[src/rtl/cpu_instr_feeder_if.sv]
// Host and CPU signals of cpu_instr_feeder, bundled as one interface.
// master: the feeder itself. slave: the host/CPU side driving requests and CPU status.
// The err signal exists only when FEEDER_TIMEOUT_EN is defined.
interface cpu_instr_feeder_if #(
    parameter int unsigned DEPTH = 8
);
    localparam int unsigned CntW = $clog2(DEPTH) + 1;

    // Host write port and occupancy
    logic            wr_en;
    logic [15:0]     wr_data;
    logic            full;
    logic            empty;
    logic [CntW-1:0] count;

    // CPU start/wait handshake
    logic [15:0]     cpu_in;
    logic            cpu_load;
    logic            cpu_s;
    logic            cpu_w;
    logic [15:0]     cpu_out;
    logic            cpu_N;
    logic            cpu_V;
    logic            cpu_Z;

    // Completion reporting
    logic [15:0]     result;
    logic [2:0]      flags;
    logic            result_valid;
    logic            busy;
    logic [7:0]      done_cnt;
`ifdef FEEDER_TIMEOUT_EN
    logic            err;
`endif

    modport master (
        input  wr_en, wr_data, cpu_w, cpu_out, cpu_N, cpu_V, cpu_Z,
        output full, empty, count, cpu_in, cpu_load, cpu_s,
        output result, flags, result_valid, busy, done_cnt
`ifdef FEEDER_TIMEOUT_EN
        , output err
`endif
    );

    modport slave (
        output wr_en, wr_data, cpu_w, cpu_out, cpu_N, cpu_V, cpu_Z,
        input  full, empty, count, cpu_in, cpu_load, cpu_s,
        input  result, flags, result_valid, busy, done_cnt
`ifdef FEEDER_TIMEOUT_EN
        , input err
`endif
    );
endinterface

[src/rtl/cpu_instr_feeder.sv]
// Queued instruction feeder for the lab CPU start/wait handshake.
// Buffers 16-bit instructions in a DEPTH-entry FIFO and issues them one at a time:
// load the instruction register, pulse s, wait for w to fall and rise, capture out/flags.
// Optional watchdog: define FEEDER_TIMEOUT_EN to abort an instruction that stalls for
// TIMEOUT cycles in START/WAITLO/WAITHI and raise a sticky err.
module cpu_instr_feeder #(
    parameter int unsigned DEPTH   = 8,
    parameter int unsigned TIMEOUT = 64
) (
    input  logic               clk,
    input  logic               reset,
    cpu_instr_feeder_if.master bus
);
    localparam int unsigned PtrW = $clog2(DEPTH);
    localparam int unsigned CntW = PtrW + 1;

    typedef enum logic [2:0] {
        StIdle,
        StLoad,
        StStart,
        StWaitLo,
        StWaitHi,
        StDone
    } state_e;

    state_e          state_q;

    logic [15:0]     mem_q [DEPTH];
    logic [PtrW-1:0] wr_ptr_q;
    logic [PtrW-1:0] rd_ptr_q;
    logic [CntW-1:0] count_q;
    logic            full;
    logic            empty;
    logic            push;
    logic            pop;
    logic            wd_hit;

    logic [15:0]     cpu_in_q;
    logic            cpu_load_q;
    logic            cpu_s_q;
    logic [15:0]     result_q;
    logic [2:0]      flags_q;
    logic            result_valid_q;
    logic [7:0]      done_cnt_q;

    assign full  = (count_q == CntW'(DEPTH));
    assign empty = (count_q == '0);
    // A push against a full FIFO is dropped even if a pop frees a slot on the same edge.
    assign push  = bus.wr_en && !full;
    // The head leaves the FIFO on completion or on a watchdog abort.
    assign pop   = (state_q == StDone) || wd_hit;

`ifdef FEEDER_TIMEOUT_EN
    localparam int unsigned WdW = ($clog2(TIMEOUT + 1) > 8) ? $clog2(TIMEOUT + 1) : 8;

    logic [WdW-1:0] wd_cnt_q;
    logic           err_q;

    assign wd_hit = (state_q inside {StStart, StWaitLo, StWaitHi}) &&
                    (wd_cnt_q == WdW'(TIMEOUT - 1));

    // Watchdog: count cycles spent waiting on the CPU, zeroed while idle; err is sticky.
    always_ff @(posedge clk) begin
        if (reset) begin
            wd_cnt_q <= '0;
            err_q    <= 1'b0;
        end else begin
            if (state_q == StIdle) begin
                wd_cnt_q <= '0;
            end else if (state_q inside {StStart, StWaitLo, StWaitHi}) begin
                wd_cnt_q <= wd_cnt_q + WdW'(1);
            end
            if (wd_hit) begin
                err_q <= 1'b1;
            end
        end
    end

    assign bus.err = err_q;
`else
    logic unused_timeout;

    assign wd_hit         = 1'b0;
    assign unused_timeout = ^TIMEOUT;
`endif

    // FIFO storage; contents need no reset because the pointers define validity.
    always_ff @(posedge clk) begin
        if (push) begin
            mem_q[wr_ptr_q] <= bus.wr_data;
        end
    end

    // FIFO pointers and occupancy; DEPTH is a power of two so pointers wrap naturally.
    always_ff @(posedge clk) begin
        if (reset) begin
            wr_ptr_q <= '0;
            rd_ptr_q <= '0;
            count_q  <= '0;
        end else begin
            if (push) begin
                wr_ptr_q <= wr_ptr_q + PtrW'(1);
            end
            if (pop) begin
                rd_ptr_q <= rd_ptr_q + PtrW'(1);
            end
            if (push && !pop) begin
                count_q <= count_q + CntW'(1);
            end else if (!push && pop) begin
                count_q <= count_q - CntW'(1);
            end
        end
    end

    // Issue FSM with registered handshake and result outputs.
    always_ff @(posedge clk) begin
        if (reset) begin
            state_q        <= StIdle;
            cpu_in_q       <= '0;
            cpu_load_q     <= 1'b0;
            cpu_s_q        <= 1'b0;
            result_q       <= '0;
            flags_q        <= '0;
            result_valid_q <= 1'b0;
            done_cnt_q     <= '0;
        end else begin
            cpu_load_q     <= 1'b0;
            result_valid_q <= 1'b0;
            unique case (state_q)
                StIdle: begin
                    if (!empty && bus.cpu_w) begin
                        cpu_in_q   <= mem_q[rd_ptr_q];
                        cpu_load_q <= 1'b1;
                        state_q    <= StLoad;
                    end
                end
                StLoad: begin
                    // s rises only after load has dropped so the instruction is latched first.
                    cpu_s_q <= 1'b1;
                    state_q <= StStart;
                end
                StStart: begin
                    state_q <= StWaitLo;
                end
                StWaitLo: begin
                    if (!bus.cpu_w) begin
                        cpu_s_q <= 1'b0;
                        state_q <= StWaitHi;
                    end
                end
                StWaitHi: begin
                    if (bus.cpu_w) begin
                        state_q <= StDone;
                    end
                end
                StDone: begin
                    result_q       <= bus.cpu_out;
                    flags_q        <= {bus.cpu_V, bus.cpu_N, bus.cpu_Z};
                    result_valid_q <= 1'b1;
                    done_cnt_q     <= done_cnt_q + 8'd1;
                    state_q        <= StIdle;
                end
                default: begin
                    state_q <= StIdle;
                end
            endcase
            // Watchdog abort overrides normal progress: drop s and give up on this entry.
            if (wd_hit) begin
                cpu_s_q <= 1'b0;
                state_q <= StIdle;
            end
        end
    end

    assign bus.full         = full;
    assign bus.empty        = empty;
    assign bus.count        = count_q;
    assign bus.cpu_in       = cpu_in_q;
    assign bus.cpu_load     = cpu_load_q;
    assign bus.cpu_s        = cpu_s_q;
    assign bus.result       = result_q;
    assign bus.flags        = flags_q;
    assign bus.result_valid = result_valid_q;
    assign bus.busy         = (state_q != StIdle);
    assign bus.done_cnt     = done_cnt_q;
endmodule

[src/flat_wrapper.sv]
// flat-port wrapper written by rule: the top's interface ports become plain ports
module cpu_instr_feeder_flat 
#(
    parameter int unsigned DEPTH   = 8,
    parameter int unsigned TIMEOUT = 64
)
  (clk, reset, bus_wr_en, bus_wr_data, bus_cpu_w, bus_cpu_out, bus_cpu_N, bus_cpu_V, bus_cpu_Z, bus_full, bus_empty, bus_count, bus_cpu_in, bus_cpu_load, bus_cpu_s, bus_result, bus_flags, bus_result_valid, bus_busy, bus_done_cnt);
  cpu_instr_feeder_if #(.DEPTH(DEPTH)) bus_i ();
  input  logic clk;
  input  logic reset;
  input wire logic [$bits(bus_i.wr_en)-1:0] bus_wr_en;
  input wire logic [$bits(bus_i.wr_data)-1:0] bus_wr_data;
  input wire logic [$bits(bus_i.cpu_w)-1:0] bus_cpu_w;
  input wire logic [$bits(bus_i.cpu_out)-1:0] bus_cpu_out;
  input wire logic [$bits(bus_i.cpu_N)-1:0] bus_cpu_N;
  input wire logic [$bits(bus_i.cpu_V)-1:0] bus_cpu_V;
  input wire logic [$bits(bus_i.cpu_Z)-1:0] bus_cpu_Z;
  output wire logic [$bits(bus_i.full)-1:0] bus_full;
  output wire logic [$bits(bus_i.empty)-1:0] bus_empty;
  output wire logic [$bits(bus_i.count)-1:0] bus_count;
  output wire logic [$bits(bus_i.cpu_in)-1:0] bus_cpu_in;
  output wire logic [$bits(bus_i.cpu_load)-1:0] bus_cpu_load;
  output wire logic [$bits(bus_i.cpu_s)-1:0] bus_cpu_s;
  output wire logic [$bits(bus_i.result)-1:0] bus_result;
  output wire logic [$bits(bus_i.flags)-1:0] bus_flags;
  output wire logic [$bits(bus_i.result_valid)-1:0] bus_result_valid;
  output wire logic [$bits(bus_i.busy)-1:0] bus_busy;
  output wire logic [$bits(bus_i.done_cnt)-1:0] bus_done_cnt;
  assign bus_i.wr_en = bus_wr_en;
  assign bus_i.wr_data = bus_wr_data;
  assign bus_i.cpu_w = bus_cpu_w;
  assign bus_i.cpu_out = bus_cpu_out;
  assign bus_i.cpu_N = bus_cpu_N;
  assign bus_i.cpu_V = bus_cpu_V;
  assign bus_i.cpu_Z = bus_cpu_Z;
  assign bus_full = bus_i.full;
  assign bus_empty = bus_i.empty;
  assign bus_count = bus_i.count;
  assign bus_cpu_in = bus_i.cpu_in;
  assign bus_cpu_load = bus_i.cpu_load;
  assign bus_cpu_s = bus_i.cpu_s;
  assign bus_result = bus_i.result;
  assign bus_flags = bus_i.flags;
  assign bus_result_valid = bus_i.result_valid;
  assign bus_busy = bus_i.busy;
  assign bus_done_cnt = bus_i.done_cnt;
  cpu_instr_feeder #(.DEPTH(DEPTH), .TIMEOUT(TIMEOUT)) u_core (.clk(clk), .reset(reset), .bus(bus_i));
endmodule
[config.mk]
export PLATFORM = sky130hd
export DESIGN_NAME = cpu_instr_feeder_flat
export DESIGN_NICKNAME = d
export VERILOG_FILES = /design/src/rtl/cpu_instr_feeder_if.sv /design/src/rtl/cpu_instr_feeder.sv /design/src/flat_wrapper.sv
export SDC_FILE = /design/constraint.sdc
export NUM_CORES = 1
export LEC_CHECK = 0
export ABC_AREA = 0
export ABC_CLOCK_PERIOD_IN_PS = 7000
export CAP_MARGIN = 20
export CORE_UTILIZATION = 40
export CTS_BUF_LIST = sky130_fd_sc_hd__clkbuf_4 sky130_fd_sc_hd__clkbuf_8
export CTS_CLUSTER_SIZE = 14
export DETAILED_ROUTE_END_ITERATION = 10
export HOLD_SLACK_MARGIN = 0.05
export PLACE_DENSITY = 0.62
export SLEW_MARGIN = 20
export SYNTH_ARGS = -nofsm -noshare
export SYNTH_HDL_FRONTEND = slang
export SYNTH_SLANG_ARGS = --single-unit
[constraint.sdc]
create_clock -name clk -period 7 [get_ports clk]
set_input_delay 1.05 -clock clk [delete_from_list [all_inputs] [get_ports clk]]
set_output_delay 1.05 -clock clk [all_outputs]
set_load 0.05 [all_outputs]
# ---- Word level (Yosys, flattened, before mapping)
# Memories as Yosys holds them, arrays and structs flattened. A register that Yosys moved wholly into a read port is not among the register bits.
# Index checks and enable logic that the tools add are counted.
dict set report op_classes {
  add_sub_neg 5
  n_eq_ne 9
  muxes 12
  n_bitwise 1
  n_reduce_logical 17
}
# operator n
set ops {}
lappend ops {{3-bit case mux with 5 select lines} 1}
lappend ops {{3-bit 2-to-1 mux} 3}
lappend ops {{8-bit by 1-bit adder with 8-bit output, second input constant} 1}
lappend ops {{4-bit 2-to-1 mux} 2}
lappend ops {{3-bit by 1-bit adder with 3-bit output, second input constant} 2}
lappend ops {{3-bit by 2-bit == test with 1-bit output, second input constant} 2}
lappend ops {{3-bit == test, second input constant} 2}
lappend ops {{1-bit 2-to-1 mux} 5}
lappend ops {{4-bit by 1-bit adder with 4-bit output, second input constant} 1}
lappend ops {{4-bit == test, second input constant} 1}
lappend ops {{1-bit logical AND} 4}
lappend ops {{1-bit zero test} 4}
lappend ops {{4-bit zero test} 1}
lappend ops {{2-bit inequality test, second input constant} 2}
lappend ops {{2-bit AND reduction} 2}
lappend ops {{2-bit nonzero test} 2}
lappend ops {{4-bit by 1-bit subtractor with 4-bit output, second input constant} 1}
lappend ops {{3-bit by 1-bit == test with 1-bit output, second input constant} 1}
lappend ops {{3-bit zero test} 1}
lappend ops {{3-bit AND reduction} 1}
lappend ops {{3-bit nonzero test} 1}
lappend ops {{2-bit by 1-bit inequality test with 1-bit output, second input constant} 1}
lappend ops {{1-bit case mux with 2 select lines} 1}
lappend ops {{2-bit OR reduction} 1}
lappend ops {{1-bit inverter} 1}
dict set report totals {
  ff_bits 43
  ram_bits 128
  input_bits 39
  out_inout_bits 53
  n_memories 1
}
# memory depth word_bits read_ports rd_ports_with_merged_regs write_ports line_no
set mem_list {}
lappend mem_list {u_core.mem_q 8 16 1 1 1 cpu_instr_feeder.sv:28} ;# logic [15:0] mem_q [DEPTH];

# ---- Depth between registers and ports, before layout
dict set report logic_depth {
  ltp_word 7
  mapped_depth 11
}

# ---- Least setup slack after synthesis
# Ideal clock, no wire load.
dict set report synth_path {
  path_type {input to register}
  start {input port bus_wr_en}
  end {memory u_core.mem_q[0][0], enable pin}
  setup_ns 0.430
  t_arrival_ns 2.735
  t_required_ns 6.570
  path_slack_ns 3.835
  path_stages 2
  cell_sequence {nand2_1 > nor4_1}
}
dict set report synth_via {
  elab_chain_len 3
}
# element line_no
set synth_lines {}
lappend synth_lines {{from (decl)} flat_wrapper.sv:11} ;# input wire logic [$bits(bus_i.wr_en)-1:0] bus_wr_en;
lappend synth_lines {{1-bit logical AND} cpu_instr_feeder.sv:49} ;# assign push = bus.wr_en && !full;
lappend synth_lines {{1-bit 2-to-1 mux} cpu_instr_feeder.sv:89} ;# if (push) begin
lappend synth_lines {{1-bit 2-to-1 mux (implied by the code)} cpu_instr_feeder.sv:90} ;# mem_q[wr_ptr_q] <= bus.wr_data;
lappend synth_lines {{to (decl)} cpu_instr_feeder.sv:28}
# No other way between the ends.

# ---- Final worst setup path
dict set report layout_path {
  start {register u_core.count_q[0] (netlist: u_core.bus.count[0])}
  end {output port bus_full}
}
dict set report layout_via {
  elab_chain_len 1
}
# element line_no
set layout_lines {}
lappend layout_lines {{from (decl)} cpu_instr_feeder.sv:31} ;# logic [CntW-1:0] count_q;
lappend layout_lines {{from (signal assigned)} cpu_instr_feeder.sv:108} ;# count_q <= count_q + CntW'(1);
lappend layout_lines {{from (signal assigned)} cpu_instr_feeder.sv:110} ;# count_q <= count_q - CntW'(1);
lappend layout_lines {{4-bit == test} cpu_instr_feeder.sv:46} ;# assign full = (count_q == CntW'(DEPTH));
lappend layout_lines {{to (decl)} flat_wrapper.sv:18} ;# output wire logic [$bits(bus_i.full)-1:0] bus_full;
# No other way between the ends.

==> run metrics <==
final design utilization=0.5065; Power Density=290.1 nW/um2; post-synthesis simple-gate area fraction=0.06509; FP Rows=48; Yosys warning total=0; post-synthesis mux area share=0.1426; CTS tree=yes; adder-cell share of the synthesized area=0.01316; Starting DRT DRC Count=234; r2r endpoint=u_core.bus.count[3]; crit path cell chain=or4b_2 > inv_1 > clkdlybuf4s50_1; Worst path top cell family by delay=buffers and inverters; I/O pins=92; nets=581; drt total wl=14240 um; setup_tns=0 ns; outcome=completed; Syn Inst Count=439; Synthesized Nets=485; max-slew violations=0; met1 global-route usage=0.2053; Hold Vio Cnt, Final=0; Core ar.=17480 um2; # port buffers=91; DP HPWL=8697 um; Max transition margin=0.3170; flop2flop setup slack=3.75 ns; worst min path class=reg -> reg; Commonest cells post-synth=128 x edfxtp_1, 59 x dfxtp_1, 50 x nand2_1, 29 x mux4_1, 26 x a21oi_1; largest family of logic cells by synthesized area=multiplexers; drt first pass iters=4; worst hold stages=2; critical path class=reg -> out; layout cells sized above 1=0.1314; H-Tree Depth=4; area grow syn2layout=22.47%; Starting Density=0.4136; clk_lat worst skew=0.46 ns; Setup crit end kind=output pin; Buffers & Inverters on Critical Path=2; Post-synth EDFFs=128; prevailing post-synth register cell=edfxtp_1; Post-CTS Setup Bufs=0; final cell count without fillers=773; peak fanout along the critical path=6; # resized after CTS=0; GRT Total Usage=0.1645; clock slew at reported path FFs=0.09 ns; TritonCTS Buffers=17; number of diodes=0; syn avg cell area=16.47 um2; routed len/inst=18.43 um; Worst path slowest cell=clkdlybuf4s50_1; Fmax=0.2840 GHz; grt peak-use layer=met2; full die area=18610 um2; Min Clock Period, post-route=3.522 ns; data arrival time of the worst path=2.47 ns; count leader, synth=edfxtp_1; largest area contributor in the netlist=edfxtp_1; synth unique cells=41; RSZ-0062 raised after global routing=no; type of origin of the critical path=flop; first-pass GRT wire length=21990 um; vias in the first global route=3956; Clock Path Buffers=2; die width=136.4 um; Via density=5.203; fin crit share=0.5031; maximum capacitance violations=0; clk root buf=clkbuf_8; mapped cell area=7228 um2; met3 usage=0.04288; final setup fails=0; CTS Hold Bufs=0; sequential cell area fraction in the yosys report=0.6952; maximum VDD drop=0.1866 mV; Critical Path Max Stage Delay=0.80 ns; worst reg2reg startpoint=u_core.bus.count[0]; largest net degree at the start of global routing=47; clock sinks=187; overall die height=136.4 um; total grt overflow=0; Yosys reg bits=187; initial antenna violation count=0; Area contributors post-synth=edfxtp_1 53%, dfxtp_1 16%, mux4_1 11%; Slew @ Worst Pin=1.021 ns; clock skew=0.008348 ns; Remaining DRCs=0; RePlAce Congestion=0.7995; worst hold path endpoint=u_core.bus.flags[0]; startpoint of the worst hold path=u_core.bus.flags[0]; DR vias=4022; compound-cell area share of the yosys netlist=0.04795; met2 usage=0.2766; Synth top area share=0.5318; Async SR Flop Fraction=0; Pleak=2.910 nW; R2R cell count=10; placed cell count=740; Synth Area in XOR/XNOR=0.01454; required time of the worst setup path=5.95 ns; Final ANT Viol Nets=0
[routing by layer]
| layer | share of wire | wire [um] | up-vias |
|---|---|---|---|
| met5 | 0 | 0 | - |
| met4 | 0.011 | 154 | 0 |
| met3 | 0.052 | 740 | 13 |
| met2 | 0.50 | 7094 | 108 |
| met1 | 0.44 | 6254 | 2015 |
| li1 | - | - | 1886 |
[cell usage in the layout (no fill, tap or decap), types with 5 or more instances in the layout]
cell,Yosys,routed
buf_4,2,8
ha_1,6,6
clkbuf_8,0,17
nor2b_1,5,5
nand2_1,50,50
mux4_1,29,29
xor2_1,6,6
dfxtp_1,59,58
mux2_2,17,17
nor2_1,24,24
clkdlybuf4s50_1,0,91
xnor2_1,6,6
a21oi_1,26,26
a22o_1,16,16
edfxtp_1,128,128
[worst max-delay path by stage]
stage,to,cells past startpoint,from
2_1_floorplan,u_core.mem_q[0][0],2,bus_wr_en
3_3_place_gp,u_core.bus.count[3],10,bus_wr_en
3_5_place_dp,u_core.bus.count[3],10,bus_wr_en
4_1_cts,bus_full,3,u_core.bus.count[0]
5_1_grt,bus_full,3,u_core.bus.count[0]
6_report,bus_full,3,u_core.bus.count[0]
[power breakdown]
group	internal, W	leakage (nW)	switching (W)	total (W)
Combinational	0.000179	1.05	0.000295	0.000474
Clock	0.000398	0.219	0.000393	0.000790
Sequential	0.00126	1.64	0.0000441	0.00130
Total	0.00184	2.91	0.000732	0.00257
[flip-flops by register name (all words and copies together), names as in the netlist]
register                 count
u_core.bus.count             4
u_core.bus.cpu_in           16
u_core.bus.cpu_load          1
u_core.bus.cpu_s             1
u_core.bus.done_cnt          8
u_core.bus.flags             3
u_core.bus.result           16
u_core.bus.result_valid      1
u_core.mem_q               128
u_core.rd_ptr_q              3
u_core.state_q               3
u_core.wr_ptr_q              3
[cell families (layout without fill, tap and decap cells)]
family                   count (synthesis)  in the layout
adder cells (fa/ha/maj)                  7              7
AND/OR/NAND/NOR                        104            104
multiplexers                            50             50
buffers and inverters                   28            137
XOR/XNOR                                12             12
AO/OA/AOI/OAI                           51             51
flip-flops                             187            187
[cell type report]
cell class              count  area [um2]
multi-input cells         224        2093
inverters                   5       18.77
clock buffers              17       234.0
well taps                 225       281.5
clock inverters            15       212.7
flip-flops and latches    187        5026
fillers                  1450        8625
repair buffers            100       985.9
[worst reg2reg max path: cells and delay by family (launching register included)]
kind / cells / cell delay, ns
compound gates: 3 / 0.51
fa+ha+maj: 2 / 0.52
buf+inv: 2 / 0.31
flops: 1 / 0.39
mux: 1 / 0.35
simple gates: 2 / 1.08
[stage by stage]
step / cell area (um2) / setup slack, ns / hold WS [ns] / power [W]
2_1_floorplan: 7228 / 3.835 / 0.4976 / 0.001626
3_3_place_gp: 8391 / 3.491 / 0.4429 / 0.001791
3_5_place_dp: 8391 / 3.444 / 0.4487 / 0.001805
4_1_cts: 8837 / 3.430 / 0.4619 / 0.002591
5_1_grt: 8852 / 3.374 / 0.4842 / 0.002675
6_report: 8852 / 3.478 / 0.4611 / 0.002568
Power figures use the tool's default switching activity.
